$ cat src/rtl/key_event_pkg.sv
// Shared types and helpers for the key event front end.
package key_event_pkg;

  typedef enum logic [1:0] {
    KEY_RELEASED  = 2'd0,
    KEY_HELD      = 2'd1,
    KEY_REPEATING = 2'd2
  } key_fsm_e;

  function automatic int cnt_width(input int max_val);
    int w;
    w = $clog2(max_val);
    if (w < 1) begin
      w = 1;
    end
    return w;
  endfunction

endpackage

$ cat src/rtl/key_event_chan.sv
// One key channel: pin synchroniser, debounce, hold/repeat FSM and pulse registers.
module key_event_chan
  import key_event_pkg::*;
#(
  parameter int KEY_ACTIVE_LOW    = 1,
  parameter int SYNC_STAGES       = 2,
  parameter int DEBOUNCE_CYCLES   = 500_000,
  parameter int LONG_PRESS_CYCLES = 50_000_000,
  parameter int REPEAT_CYCLES     = 10_000_000
) (
  input  logic clk,
  input  logic rst,
  input  logic key_pin,
  output logic key_state,
  output logic press_pulse,
  output logic release_pulse,
  output logic long_pulse,
  output logic repeat_pulse,
  output logic event_next
);

  localparam int DEB_W    = cnt_width(DEBOUNCE_CYCLES);
  localparam int HOLD_MAX = (LONG_PRESS_CYCLES > REPEAT_CYCLES) ? LONG_PRESS_CYCLES : REPEAT_CYCLES;
  localparam int HOLD_W   = cnt_width(HOLD_MAX);
  localparam logic IDLE_LEVEL = (KEY_ACTIVE_LOW != 0) ? 1'b1 : 1'b0;
  localparam logic [DEB_W-1:0]  DEB_LAST  = DEB_W'(DEBOUNCE_CYCLES - 1);
  localparam logic [HOLD_W-1:0] LONG_LAST = HOLD_W'(LONG_PRESS_CYCLES - 1);
  localparam logic [HOLD_W-1:0] REP_LAST  = HOLD_W'((REPEAT_CYCLES > 0) ? (REPEAT_CYCLES - 1) : 0);

  logic [SYNC_STAGES-1:0] sync_r;
  logic [DEB_W-1:0]       deb_cnt_r;
  logic [HOLD_W-1:0]      hold_cnt_r;
  key_fsm_e               state_r;
  logic                   long_done_r;
  logic pressed_s, differ_s, accept_s, long_hit_s, rep_hit_s;

  // Event decisions from the registered state and the synchronised level
  always_comb begin
    pressed_s  = sync_r[SYNC_STAGES-1] ^ IDLE_LEVEL;
    differ_s   = pressed_s ^ key_state;
    accept_s   = differ_s & (deb_cnt_r == DEB_LAST);
    long_hit_s = (state_r == KEY_HELD) & ~long_done_r & (hold_cnt_r == LONG_LAST);
    rep_hit_s  = (state_r == KEY_REPEATING) & (hold_cnt_r == REP_LAST);
    event_next = accept_s | long_hit_s | rep_hit_s;
  end

  // Synchroniser chain, parked at the not-pressed pin level on reset
  always_ff @(posedge clk) begin
    if (rst) begin
      sync_r <= {SYNC_STAGES{IDLE_LEVEL}};
    end else begin
      sync_r <= {sync_r[SYNC_STAGES-2:0], key_pin};
    end
  end

  // Debounce counter, channel FSM, hold counter and registered pulses
  always_ff @(posedge clk) begin
    if (rst) begin
      deb_cnt_r     <= '0;
      hold_cnt_r    <= '0;
      state_r       <= KEY_RELEASED;
      long_done_r   <= 1'b0;
      key_state     <= 1'b0;
      press_pulse   <= 1'b0;
      release_pulse <= 1'b0;
      long_pulse    <= 1'b0;
      repeat_pulse  <= 1'b0;
    end else begin
      press_pulse   <= 1'b0;
      release_pulse <= 1'b0;
      long_pulse    <= 1'b0;
      repeat_pulse  <= 1'b0;

      if (!differ_s || accept_s) begin
        deb_cnt_r <= '0;
      end else begin
        deb_cnt_r <= deb_cnt_r + DEB_W'(1);
      end

      // An accepted level change wins over any hold threshold in the same cycle
      if (accept_s) begin
        key_state   <= ~key_state;
        hold_cnt_r  <= '0;
        long_done_r <= 1'b0;
        if (key_state) begin
          release_pulse <= 1'b1;
          state_r       <= KEY_RELEASED;
        end else begin
          press_pulse <= 1'b1;
          state_r     <= KEY_HELD;
        end
      end else begin
        case (state_r)
          KEY_HELD: begin
            if (long_done_r) begin
              hold_cnt_r <= hold_cnt_r;
            end else if (long_hit_s) begin
              long_pulse <= 1'b1;
              if (REPEAT_CYCLES == 0) begin
                long_done_r <= 1'b1;
              end else begin
                hold_cnt_r <= '0;
                state_r    <= KEY_REPEATING;
              end
            end else begin
              hold_cnt_r <= hold_cnt_r + HOLD_W'(1);
            end
          end
          KEY_REPEATING: begin
            if (rep_hit_s) begin
              repeat_pulse <= 1'b1;
              hold_cnt_r   <= '0;
            end else begin
              hold_cnt_r <= hold_cnt_r + HOLD_W'(1);
            end
          end
          default: begin
            hold_cnt_r <= '0;
            state_r    <= KEY_RELEASED;
          end
        endcase
      end
    end
  end

endmodule

$ cat src/rtl/key_event_gen.sv
// Multi-channel push-button front end: NUM_KEYS independent channels plus a
// registered any_event flag coincident with the per-channel pulses.
module key_event_gen
  import key_event_pkg::*;
#(
  parameter int NUM_KEYS          = 5,
  parameter int KEY_ACTIVE_LOW    = 1,
  parameter int SYNC_STAGES       = 2,
  parameter int DEBOUNCE_CYCLES   = 500_000,
  parameter int LONG_PRESS_CYCLES = 50_000_000,
  parameter int REPEAT_CYCLES     = 10_000_000
) (
  input  logic                clk,
  input  logic                rst,
  input  logic [NUM_KEYS-1:0] key_in,
  output logic [NUM_KEYS-1:0] key_state,
  output logic [NUM_KEYS-1:0] press_pulse,
  output logic [NUM_KEYS-1:0] release_pulse,
  output logic [NUM_KEYS-1:0] long_pulse,
  output logic [NUM_KEYS-1:0] repeat_pulse,
  output logic                any_event
);

  logic [NUM_KEYS-1:0] event_next_s;

  for (genvar k = 0; k < NUM_KEYS; k++) begin : g_chan
    key_event_chan #(
      .KEY_ACTIVE_LOW   (KEY_ACTIVE_LOW),
      .SYNC_STAGES      (SYNC_STAGES),
      .DEBOUNCE_CYCLES  (DEBOUNCE_CYCLES),
      .LONG_PRESS_CYCLES(LONG_PRESS_CYCLES),
      .REPEAT_CYCLES    (REPEAT_CYCLES)
    ) u_chan (
      .clk          (clk),
      .rst          (rst),
      .key_pin      (key_in[k]),
      .key_state    (key_state[k]),
      .press_pulse  (press_pulse[k]),
      .release_pulse(release_pulse[k]),
      .long_pulse   (long_pulse[k]),
      .repeat_pulse (repeat_pulse[k]),
      .event_next   (event_next_s[k])
    );
  end

  // any_event is registered from the channels' next-pulse terms so it lines up with the pulses
  always_ff @(posedge clk) begin
    if (rst) begin
      any_event <= 1'b0;
    end else begin
      any_event <= |event_next_s;
    end
  end

endmodule

$ cat config.mk
export PLATFORM = sky130hd
export DESIGN_NAME = key_event_gen
export DESIGN_NICKNAME = d
export VERILOG_FILES = /design/src/rtl/key_event_pkg.sv /design/src/rtl/key_event_chan.sv /design/src/rtl/key_event_gen.sv
export SDC_FILE = /design/constraint.sdc
export NUM_CORES = 1
export LEC_CHECK = 0
export CORE_MARGIN = 3
export CORE_UTILIZATION = 61
export CTS_CLUSTER_SIZE = 30
export DETAILED_ROUTE_END_ITERATION = 8
export PLACE_DENSITY_LB_ADDON = 0.2
export SYNTH_ARGS = -nofsm -noshare
export SYNTH_HDL_FRONTEND = slang
export SYNTH_HIERARCHICAL = 1
export SYNTH_SLANG_ARGS = --single-unit
$ cat constraint.sdc
create_clock -name clk -period 3.7 [get_ports clk]
set_input_delay 0.74 -clock clk [delete_from_list [all_inputs] [get_ports clk]]
set_output_delay 0.74 -clock clk [all_outputs]
set_load 0.02 [all_outputs]
== Word level (Yosys, flattened, before mapping) ==
Index checks and enable logic that the tools add are counted.

* Bits in registers: 271
* Input bits: 7
* Output and inout bits: 26

* $add $sub $neg: 10
* Equal/unequal tests: 35
* Mux-type cells: 55
* Bitwise logic cells: 55
* Reduce and logical (&&, ||, !) cells: 41

{| class="wikitable"
|+ Operators by type and width
! kind !! count
|-
| 26-bit 2-to-1 mux || 10
|-
| 26-bit case mux with 2 select lines || 5
|-
| 26-bit by 1-bit adder with 26-bit output (second input constant) || 5
|-
| 26-bit by 24-bit == test with 1-bit output (second input constant) || 5
|-
| 26-bit == test (second input constant) || 5
|-
| 19-bit by 1-bit adder with 19-bit output (second input constant) || 5
|-
| 19-bit == test (second input constant) || 5
|-
| 2-bit OR reduction || 15
|-
| 3-bit OR reduction || 10
|-
| 1-bit 2-to-1 mux || 25
|-
| 1-bit inverter || 25
|-
| 2-bit 2-to-1 mux || 10
|-
| 2-bit case mux with 2 select lines || 5
|-
| 1-bit bitwise AND || 15
|-
| 3-bit by 1-bit inequality test with 1-bit output (second input constant) || 5
|-
| 2-bit by 1-bit == test with 1-bit output (second input constant) || 5
|-
| 2-bit == test (second input constant) || 5
|-
| 2-bit by 1-bit inequality test with 1-bit output (second input constant) || 5
|-
| 1-bit OR || 10
|-
| 2-bit AND reduction || 5
|-
| 1-bit logical NOT || 5
|-
| 1-bit logical OR || 5
|-
| 5-bit OR reduction || 1
|-
| 1-bit XOR || 5
|}

== Depth between registers and ports, before layout ==
Gate-level depths: netlist of the first run.

* Word-level depth: 6
* Depth in mapped cells: 9
* Gate-level depth less buffers: 9

== Hierarchy ==
The synthesis of the first run kept the hierarchy.

{| class="wikitable"
|+ By module, submodules not included
! module !! instances !! cells each !! area an instance (µm²) !! seq. area each (µm²)
|-
| key_event_chan at g_chan[0].u_chan ... || 3 || 279 || 2474.9 || 1081.0
|-
| key_event_chan at g_chan[1].u_chan || 1 || 267 || 2436.1 || 1081.0
|-
| key_event_chan at g_chan[4].u_chan || 1 || 268 || 2404.8 || 1081.0
|-
| key_event_gen || 1 || 4 || 33.8 || 20.0
|}

== Worst setup path before layout of the first run ==
No wires, ideal clock.

* Path type: register -> register
* From: register g_chan[1].u_chan.hold_cnt_r[0]
* To: register g_chan[1].u_chan.hold_cnt_r[17]
* Library setup time: 115 ps
* Arrival time: 2219 ps
* Slack: 1367 ps
* Stages on the path, launching flop included: 8
* Buffers on the path: 1
* Period minus slack after synthesis: 2333 ps
* Cells stage by stage: dfxtp_1 > ha_1 > or4bb_1 > or4_4 > o21a_1 > o2111ai_4 > buf_8 > nor2_2

* Word-level cells in the longest chain between the ends: 4
* Elaborated cells between the ends (all ways): 8
* Classes of those cells: add/sub: 1; eq/ne: 2; mux: 3; bitwise: 2

{| class="wikitable"
|+ Ends and longest elaborated chain
! element !! line !! RTL
|-
| start: declaration || key_event_chan.sv:32 || <nowiki>logic [HOLD_W-1:0] hold_cnt_r;</nowiki>
|-
| start signal: assignment || key_event_chan.sv:96 || <nowiki>hold_cnt_r <= hold_cnt_r;</nowiki>
|-
| start signal: assignment || key_event_chan.sv:106 || <nowiki>hold_cnt_r <= hold_cnt_r + HOLD_W'(1);</nowiki>
|-
| start signal: assignment || key_event_chan.sv:114 || <nowiki>hold_cnt_r <= hold_cnt_r + HOLD_W'(1);</nowiki>
|-
| branches (longest 3 deep; another with 26-bit by 1-bit adder with 26-bit output) || -- ||
|-
| 26-bit case mux with 2 select lines * || key_event_chan.sv:93 || <nowiki>case (state_r)</nowiki>
|}

Mark *: on every way between the ends.
A chain may end at the register's enable or synchronous reset.

== Worst setup path in the final report of the first run ==
* From: register g_chan[1].u_chan.hold_cnt_r[0]
* To: register g_chan[1].u_chan.hold_cnt_r[11]

The elaborated chain is that of the path after synthesis.

==> results of run 1 <==
==> final cells by class <==
cell class | count | area [µm²]
multi-input combinational | 1018 | 6437
fill | 1581 | 5936
timing repair buffer | 35 | 342.8
sequential | 271 | 5425
clock buffer | 39 | 803.3
clock inverter | 12 | 160.2
tap | 265 | 331.6
inverter | 58 | 217.7
==> critical path, delay by kind of cell (launching register included) <==
kind,cells,cell delay (ps)
AOI/OAI and AO/OA,2,920
adders and majority gates,1,240
and+or+nand+nor,3,1050
DFF,1,410
==> stage by stage <==
step / hold WS, ps / utilization [%] / cells / power, W
6_report: 411.2 / 69.80 / 1698 / 0.005843
5_1_grt: 419.6 / 69.80 / 1698 / 0.006051
4_1_cts: 409.9 / 69.80 / 1698 / 0.005937
3_5_place_dp: 395.3 / 64.90 / 1647 / 0.003034
3_3_place_gp: 393.3 / 64.90 / 1647 / 0.003034
2_1_floorplan: 389.5 / - / 1376 / 0.003019
==> power groups by stage <==
| stage | logic [W] | clock network, W | registers [W] |
|---|---|---|---|
| finish | 0.0000419 | 0.00287 | 0.00293 |
| global placement | 0.0000417 | 0 | 0.00299 |
| global route | 0.0000468 | 0.00308 | 0.00293 |
| floorplan | 0.0000270 | 0 | 0.00299 |
| CTS | 0.0000426 | 0.00297 | 0.00293 |
| detailed placement | 0.0000420 | 0 | 0.00299 |
==> layer usage <==
layer,up-vias,track usage [%]
met1,4181,26.52
met4,0,5.219
met2,144,33.23
met3,33,3.096
met5,-,0
li1,4721,-
==> path summary, 6_finish.rpt <==
| kind | endpoint | start |
|---|---|---|
| max | g_chan[1].u_chan/hold_cnt_r[11] | g_chan[1].u_chan/hold_cnt_r[0] |
| min reg2reg | g_chan[1].u_chan/sync_r[1] | g_chan[1].u_chan/sync_r[0] |
| max reg2reg | g_chan[1].u_chan/hold_cnt_r[11] | g_chan[1].u_chan/hold_cnt_r[0] |
| min | g_chan[1].u_chan/sync_r[1] | g_chan[1].u_chan/sync_r[0] |
==> registers in the layout (all words and copies together), names as in the netlist <==
| register | count |
|---|---|
| g_chan.u_chan/key_state | 5 |
| g_chan.u_chan/deb_cnt_r | 95 |
| g_chan.u_chan/press_pulse | 5 |
| g_chan.u_chan/hold_cnt_r | 130 |
| g_chan.u_chan/repeat_pulse | 5 |
| g_chan.u_chan/sync_r | 10 |
| g_chan.u_chan/state_r | 10 |
| g_chan.u_chan/release_pulse | 5 |
| g_chan.u_chan/long_pulse | 5 |
| any_event | 1 |
==> kinds of logic after synthesis <==
group           share of synthesized area, %
compound gates                         3.490
xor+xnor                               14.88
fa+ha+maj                              2.543
buf+inv                                3.550
flops                                  44.11
simple gates                           31.42
==> layout by cell type (no fill, tap or decap), types with 4 or more instances in the layout <==
cell type                           n
sky130_fd_sc_hd__nor2_1           279
sky130_fd_sc_hd__dfxtp_1          271
sky130_fd_sc_hd__xnor2_1          122
sky130_fd_sc_hd__nand3_1           93
sky130_fd_sc_hd__nand2_1           88
sky130_fd_sc_hd__xor2_1            87
sky130_fd_sc_hd__inv_1             58
sky130_fd_sc_hd__nand4_1           47
sky130_fd_sc_hd__nor3_1            43
sky130_fd_sc_hd__clkdlybuf4s50_1   32
sky130_fd_sc_hd__clkbuf_16         29
sky130_fd_sc_hd__and3_1            27
sky130_fd_sc_hd__nor4_1            26
sky130_fd_sc_hd__ha_1              25
sky130_fd_sc_hd__or2_2             19
sky130_fd_sc_hd__nand2b_1          15
sky130_fd_sc_hd__nor4b_1           14
sky130_fd_sc_hd__and4_1            12
sky130_fd_sc_hd__nor2_2            12
sky130_fd_sc_hd__nor2b_1           11
sky130_fd_sc_hd__clkinv_2           8
sky130_fd_sc_hd__or3_1              8
sky130_fd_sc_hd__or4bb_1            7
sky130_fd_sc_hd__clkbuf_1           6
sky130_fd_sc_hd__nor3_2             6
sky130_fd_sc_hd__nand4b_1           5
sky130_fd_sc_hd__o221a_2            5
sky130_fd_sc_hd__o211ai_1           5
sky130_fd_sc_hd__and2_1             5
sky130_fd_sc_hd__clkbuf_8           4
sky130_fd_sc_hd__bufinv_16          4
sky130_fd_sc_hd__or4_4              4
sky130_fd_sc_hd__nor4_4             4
sky130_fd_sc_hd__o2111ai_4          4
sky130_fd_sc_hd__a21o_1             4
==> metrics, run 1 <==
n_diodes=0; unrepaired setup endpoints after global routing=false; leading cell types by total area after synthesis=sky130_fd_sc_hd__dfxtp_1 (44%), sky130_fd_sc_hd__xnor2_1 (8.7%), sky130_fd_sc_hd__nor2_1 (8.5%); Max Fclk=between 0.3 and 0.4 GHz; number of buffers added by the clock tree synthesis step=28; DIE AREA=roughly 0.022 mm²; minimum setup slack in the final design=between 900 and 1000 ps; maximum capacitance violations=0; post-synthesis sequential area ratio=between 40% and 50%; part of the total power dissipated in the clock network=49.2%; fraction of registers with async set/reset=0%; Unique masters post-synth=55; syn_area_per_cell=roughly 8.9 µm²; longest individual stage delay on the worst path=between 600 and 700 ps; routed length per instance=between 10 and 15 µm; Post-Synthesis Cell Area=0.01230 mm²; Cells on Worst Hold Path=1; HPWL after DPL=~14000 µm; Post-CTS Setup Bufs=0; wire length on met1=10610 µm; routed length on met3=~740 µm; library cell used as clock root buffer=sky130_fd_sc_hd__clkbuf_16; first-pass GRT wire length=37980 µm; post-CTS sizing=0; crit path cell chain=ha_1 -> or4bb_1 -> or4_4 -> o21a_1 -> o2111ai_4 -> nor2_1; number of search-and-repair iterations in the first detailed-routing pass=5; critical path arrival=~3100 ps; post-route fraction of the period consumed by the critical path=about three quarters; deepest clock path buffer count=3; Die Span X=about 150 µm; uppermost signal routing layer after detailed routing=met4; I/O pin count=33; pin count of the biggest net entering global routing=27; Reg clk slew, reported paths=~60 ps; Slew Limit Headroom=approximately 27%; fraction of layout instances using a drive strength above 1=8.444%; final-stage net count=between 1k and 1.5k; global-route usage over all layers=between 10% and 20%; initial core utilization=62.58%; Final ANT Viol Nets=0; largest voltage drop on the vdd net=between 0.3 and 0.4 mV; Switching Fraction=between 10% and 20%; combinational cell fraction of total power=less than 1%; count of final max-slew check failures=0; clock sinks=271; Crit-path slowest cell=sky130_fd_sc_hd__o2111ai_4; CTS H-tree lvls=1; count of endpoints failing setup in the final report=0; total grt overflow=0; most instantiated library cell after synthesis=sky130_fd_sc_hd__nor2_1; nature of the critical path startpoint=flop; Synth Warn #=6; final WL=around 22000 µm; static leakage=4.297 nW; Worst Setup Slack post-DPL=approximately 890 ps; #FFs+latches synth=~270; endpoint class of the critical path=flop; post-DR vias/cell=5.347; worst clock skew on the final layout=~13 ps; critical setup path kind=flop to flop; CORE AREA=0.01965 mm²; DRC violation total after the first TritonRoute iteration=~400; total power divided by cell area=426.0 mW/mm²; CTS Hold Bufs=0; routed via count=9079; FF-to-FF setup slack=roughly 940 ps; y dimension of the die=around 150 µm; insertion delay to the later sink of the worst-skew pair=approximately 530 ps; Synth Net Count=about 1.4k; Slew @ Worst Pin=about 1100 ps; sw power=0.001116 W; min-delay worst type=flop to flop; clock tree from TritonCTS=built; data required time of the critical path=approximately 4000 ps; number of cells produced by synthesis=between 1k and 1.5k; post-route standard cell area excluding fillers=between 0.01 and 0.015 mm²; Int Pwr=0.004727 W; Final Hold Violating Endpoints=0; met2 WL=roughly 9800 µm; primary flip-flop cell chosen by synthesis mapping=sky130_fd_sc_hd__dfxtp_1; instance area after placement=0.01275 mm²; antenna violations before repair=0; Port Buffers=32; cell depth of the worst flop-to-flop path=6; status=finished, final reports clean; count of flip-flops with a built-in enable after synthesis=0; vias in the first global route=8691; peak fanout along the critical path=26; share of the synthesized area in the top cell type=44.11%; Setup Total Neg Slack=0 ps; DRC errors left=0; Period minus WS final=2762 ps; cell accounting for the most synthesized area=sky130_fd_sc_hd__dfxtp_1; global placer's final weighted congestion=0.7950; Flop pwr share=between 50 and 60%; top cells by instance count after synthesis=sky130_fd_sc_hd__nor2_1 (279), sky130_fd_sc_hd__dfxtp_1 (271), sky130_fd_sc_hd__xnor2_1 (122), sky130_fd_sc_hd__nand3_1 (93), sky130_fd_sc_hd__nand2_1 (88); Area growth syn-to-layout=11.54%; std cell rows=51
No activity file was read; power rests on OpenSTA's default activity.
==> run 2: changes to the inputs <==
--- a/config.mk
+++ b/config.mk
@@ -6,7 +6,7 @@
 export NUM_CORES = 1
 export LEC_CHECK = 0
 export CORE_MARGIN = 3
-export CORE_UTILIZATION = 61
+export CORE_UTILIZATION = 56
 export CTS_CLUSTER_SIZE = 30
 export DETAILED_ROUTE_END_ITERATION = 8
 export PLACE_DENSITY_LB_ADDON = 0.2
==> constraint.sdc (replaced) <==
create_clock -name clk -period 2.5 [get_ports clk]
set_input_delay 0.5 -clock clk [delete_from_list [all_inputs] [get_ports clk]]
set_output_delay 0.5 -clock clk [all_outputs]
set_load 0.02 [all_outputs]
==> run 2 against run 1 <==
  * Power is 53% higher
  * Critical path type unchanged
  * Clock skew is 4.9 ps lower
  * Clock power up 58%
  * Highest routed layer unchanged
  * Critical endpoint unchanged
==> metrics, run 2 (synthesis gave the netlist of run 1 again) <==
clock sinks=around 270; largest voltage drop on the vdd net=between 0.6 and 0.7 mV; deepest clock path buffer count=3; static leakage=~4.4 nW; vias in the first global route=about 8.7k; number of search-and-repair iterations in the first detailed-routing pass=5; Final Util=approximately two thirds; CORE AREA=0.02129 mm²; first-pass GRT wire length=39230 µm; I/O pin count=33; post-route worst hold slack=a little over 400 ps; total grt overflow=0; Max Fclk=0.4176 GHz; Final ANT Viol Nets=0; Reg clk slew, reported paths=60 ps; filler instances=between 1.5k and 2k; antenna violations before repair=0; clock tree from TritonCTS=built; register with the highest flop count=g_chan.u_chan/hold_cnt_r; unrepaired setup endpoints after global routing=false; n_diodes=0; fraction of layout instances using a drive strength above 1=10.11%; DRC violation total after the first TritonRoute iteration=roughly 460; DIE AREA=about 0.024 mm²; CTS H-tree lvls=1; y dimension of the die=approximately 150 µm; critical path arrival=roughly 2800 ps; std cell rows=between 50 and 60; Port Buffers=32; DRC errors left=0; peak fanout along the critical path=26; total power divided by cell area=approximately 640 mW/mm²; count of final max-slew check failures=0; initial core utilization=57.78%; Slew Limit Headroom=a little over half; FF-to-FF setup slack=110 ps; final WL=~23000 µm; Final Hold Violating Endpoints=0; post-DR vias/cell=between 5 and 6; Regs by FF count=g_chan.u_chan/hold_cnt_r (130), g_chan.u_chan/deb_cnt_r (95); Period minus WS final=~2400 ps; number of buffers added by the clock tree synthesis step=29; global-route usage over all layers=roughly a fifth; global placer's final weighted congestion=around 0.79; pin count of the biggest net entering global routing=29; final-stage net count=between 1k and 1.5k; Setup Total Neg Slack=0 ps; insertion delay to the later sink of the worst-skew pair=around 530 ps; Die Span X=between 150 and 200 µm; endpoint class of the critical path=flop; filler-free cell count of the finished design=1729; critical setup path kind=flop to flop; routed via count=about 9.2k; post-route fraction of the period consumed by the critical path=95.78%; maximum capacitance violations=0; count of endpoints failing setup in the final report=0; post-CTS sizing=0; cell total after placement=1674; status=finished, final reports clean; most common cell after layout, fill and taps aside=sky130_fd_sc_hd__nor2_1; Slew @ Worst Pin=between 700 and 800 ps; HPWL after DPL=roughly 15000 µm; routed length per instance=about 13 µm; min-delay worst type=flop to flop; Post-CTS Setup Bufs=0; max FFs per register=130; library cell used as clock root buffer=sky130_fd_sc_hd__clkbuf_16; Area growth syn-to-layout=13.86%; CTS Hold Bufs=0; data required time of the critical path=roughly 2900 ps; nature of the critical path startpoint=flop; worst clock skew on the final layout=8.592 ps; most frequent cells in the layout=sky130_fd_sc_hd__nor2_1 (279), sky130_fd_sc_hd__dfxtp_1 (271), sky130_fd_sc_hd__xnor2_1 (122)
run 2: changes by cell type in the layout (fill, tap and decap cells not counted), sizes merged, moves of 2 or more:
cell and change:
clkbuf -5, clkinv +2, clkinvlp +2, o2111ai +2, bufinv +2, buf +17
run 2: path summary, 6_finish.rpt:
path | start | to | cells past startpoint
worst max-delay path | g_chan[1].u_chan/hold_cnt_r[1] | g_chan[1].u_chan/hold_cnt_r[11] | 7
worst min-delay path | g_chan[0].u_chan/sync_r[0] | g_chan[0].u_chan/sync_r[1] | 1
worst max register to register | g_chan[1].u_chan/hold_cnt_r[1] | g_chan[1].u_chan/hold_cnt_r[11] | 7
worst min register to register | g_chan[0].u_chan/sync_r[0] | g_chan[0].u_chan/sync_r[1] | 1
run 2: per-stage QoR:
step | setup WS [ps] | total power (W) | cell area, µm²
finish | 105.4 | 0.008937 | 14000
global route | 1.558 | 0.009222 | 14000
CTS | 86.17 | 0.009047 | 13950
detailed placement | 120.0 | 0.004494 | 12920
global placement | 201.7 | 0.004493 | 12920
floorplan | 166.8 | 0.004467 | 12300
run 2: power by group:
part	switching [W]	internal (W)
clock	0.00171	0.00283
sequential	0.00000478	0.00433
combinational	0.0000390	0.0000272
total	0.00175	0.00718
run 2: cell type report:
type	instances	area, µm²	share of cell area, %
Timing Repair Buffer	52	495.5	3.538
Clock inverter	19	254.0	1.814
Inverter	58	217.7	1.555
Clock buffer	34	774.5	5.531
Sequential cell	271	5425	38.74
Multi-Input combinational cell	1020	6492	46.36
Tap cell	275	344.1	2.457
run 2: metal layers:
layer | vias up | track usage [%] | routed length (µm)
met2 | 89 | 31.45 | 10640
met4 | 0 | 4.121 | 393
li1 | 4795 | - | -
met5 | - | 0 | 0
met3 | 29 | 2.770 | 577
met1 | 4325 | 25.44 | 11080
run 2: critical path, cell delays in order (launching register included):
cell                        delay (ps)
sky130_fd_sc_hd__dfxtp_1           370
sky130_fd_sc_hd__ha_2              210
sky130_fd_sc_hd__or4bb_1           490
sky130_fd_sc_hd__or4_4             450
sky130_fd_sc_hd__o21a_1            240
sky130_fd_sc_hd__o2111ai_4         210
sky130_fd_sc_hd__buf_12            220
sky130_fd_sc_hd__nor2_1             80
==> run 3: changes to the inputs <==
==> constraint.sdc (replaced) <==
create_clock -name clk -period 2.5 [get_ports clk]
set_input_delay 0.375 -clock clk [delete_from_list [all_inputs] [get_ports clk]]
set_output_delay 0.375 -clock clk [all_outputs]
set_load 0.02 [all_outputs]
==> run 3 against run 2 <==
  * Via count is 0.32% lower
  * Worst hold slack worse by 5.3 ps
  * Core utilization is 0.071 points lower
  * Largest cell class unchanged
  * Highest routed layer unchanged
==> metrics, run 3 (synthesis gave the netlist of run 1 again) <==
vias in the first global route=8678; first-pass GRT wire length=39020 µm; Final Hold Violating Endpoints=0; total power=0.008889 W; fraction of layout instances using a drive strength above 1=9.911%; most frequent cells in the layout=sky130_fd_sc_hd__nor2_1 (279), sky130_fd_sc_hd__dfxtp_1 (270), sky130_fd_sc_hd__xnor2_1 (122); post-DR vias/cell=between 5 and 6; antenna violations before repair=0; Die Span X=about 150 µm; total power divided by cell area=roughly 640 mW/mm²; final-stage net count=1464; post-route fraction of the period consumed by the critical path=94.91%; status=finished, final reports clean; peak fanout along the critical path=13; library cell used as clock root buffer=sky130_fd_sc_hd__clkbuf_16; Slew @ Worst Pin=704.6 ps; post-route worst hold slack=roughly 400 ps; global-route usage over all layers=~18%; largest voltage drop on the vdd net=between 0.5 and 0.6 mV; count of final max-slew check failures=0; clock sinks=about 270; HPWL after DPL=14990 µm; min-delay worst type=input port to flop; Max Fclk=0.4214 GHz; CTS H-tree lvls=1; Regs by FF count=g_chan.u_chan/hold_cnt_r (130), g_chan.u_chan/deb_cnt_r (95); final WL=~22000 µm; worst clock skew on the final layout=~16 ps; y dimension of the die=around 150 µm; static leakage=4.412 nW; number of search-and-repair iterations in the first detailed-routing pass=5; Area growth syn-to-layout=13.73%; Period minus WS final=between 2000 and 2500 ps; CORE AREA=around 0.021 mm²; insertion delay to the later sink of the worst-skew pair=540 ps; clock tree from TritonCTS=built; Crit-path slowest cell=sky130_fd_sc_hd__o2111ai_2; crit path cell chain=ha_1 -> or4bb_1 -> nor4_4 -> a21oi_2 -> o2111ai_2 -> nor2_1; critical setup path kind=flop to flop; critical path arrival=2770 ps; data required time of the critical path=a little under 3000 ps; DRC errors left=0; routed length per instance=12.99 µm; std cell rows=53; Reg clk slew, reported paths=60 ps; Slew Limit Headroom=a little over half; Final ANT Viol Nets=0; endpoint class of the critical path=flop; initial core utilization=57.78%; total grt overflow=0; maximum capacitance violations=0; max FFs per register=130; global placer's final weighted congestion=a little under 0.8; n_diodes=0; Setup Total Neg Slack=0 ps; longest individual stage delay on the worst path=roughly 620 ps; pin count of the biggest net entering global routing=29; Port Buffers=32; most common cell after layout, fill and taps aside=sky130_fd_sc_hd__nor2_1; register with the highest flop count=g_chan.u_chan/hold_cnt_r; deepest clock path buffer count=3; number of buffers added by the clock tree synthesis step=29; count of endpoints failing setup in the final report=0; DIE AREA=roughly 0.024 mm²; CTS Hold Bufs=0; DRC violation total after the first TritonRoute iteration=426; I/O pin count=33; routed via count=just over 9k; nature of the critical path startpoint=flop; unrepaired setup endpoints after global routing=false; filler instances=1739
==> run 3: changes by cell type in the layout (fill, tap and decap cells not counted), sizes merged <==
cell | before | now
clkbuf | 34 | 41
clkinv | 10 | 4
bufinv | 6 | 5
clkinvlp | 2 | 1
==> run 3: repair_timing <==
| item | in CTS | in global routing |
|---|---|---|
| setup endpoints to repair | 0 | 33 |
| buffers inserted | 0 | 0 |
| gates resized for setup | 0 | 4 |
==> run 3: per-layer routing <==
layer / part of all wire [%] / up-vias / GRT usage (%)
met3: 2.7 / 37 / 2.770
li1: - / 4790 / -
met2: 47 / 92 / 31.14
met4: 2.0 / 0 / 4.247
met1: 48 / 4289 / 25.18
met5: 0 / - / 0
==> run 3: layout make-up <==
cell class	instances	area (µm²)	area share (%)
Clock buffer	41	830.8	5.939
Clock inverter	11	186.4	1.333
Inverter	58	217.7	1.556
Multi-Input combinational cell	1020	6487	46.38
Sequential cell	271	5426	38.79
Tap cell	275	344.1	2.460
Timing Repair Buffer	52	495.5	3.542
==> run 3: path summary, 6_finish.rpt <==
| check | cells past startpoint | slack, ps | from | end |
|---|---|---|---|---|
| worst min-delay path | 2 | 400 | key_in[4] | g_chan[4].u_chan/sync_r[0] |
| worst max register to register | 6 | 130 | g_chan[3].u_chan/hold_cnt_r[1] | g_chan[3].u_chan/hold_cnt_r[22] |
| worst min register to register | 1 | 410 | g_chan[0].u_chan/sync_r[0] | g_chan[0].u_chan/sync_r[1] |
| worst max-delay path | 6 | 130 | g_chan[3].u_chan/hold_cnt_r[1] | g_chan[3].u_chan/hold_cnt_r[22] |
==> run 3: through the flow <==
stage	setup WS (ps)	area, µm²	util [%]	cells
final	127.2	13990	65.71	1728
after global routing	1.885	13990	65.71	1728
after CTS	90.79	13940	65.47	1726
after detailed placement	130.9	12920	60.69	1674
after global placement	204.4	12920	60.69	1674
after floorplan	166.8	12300	-	1376
==> run 3: critical path: cells and delay by family, from the launching register on <==
family / cells / cell delay, ps
simple gates: 3 / 850
compound gates: 2 / 790
flops: 1 / 380
fa+ha+maj: 1 / 220
==> run 3: report_power, final <==
group / switching [W] / internal, W / leakage [nW]
Clock: 0.00167 / 0.00282 / 0.499
Sequential: 0.00000470 / 0.00433 / 2.18
Combinational: 0.0000395 / 0.0000273 / 1.73
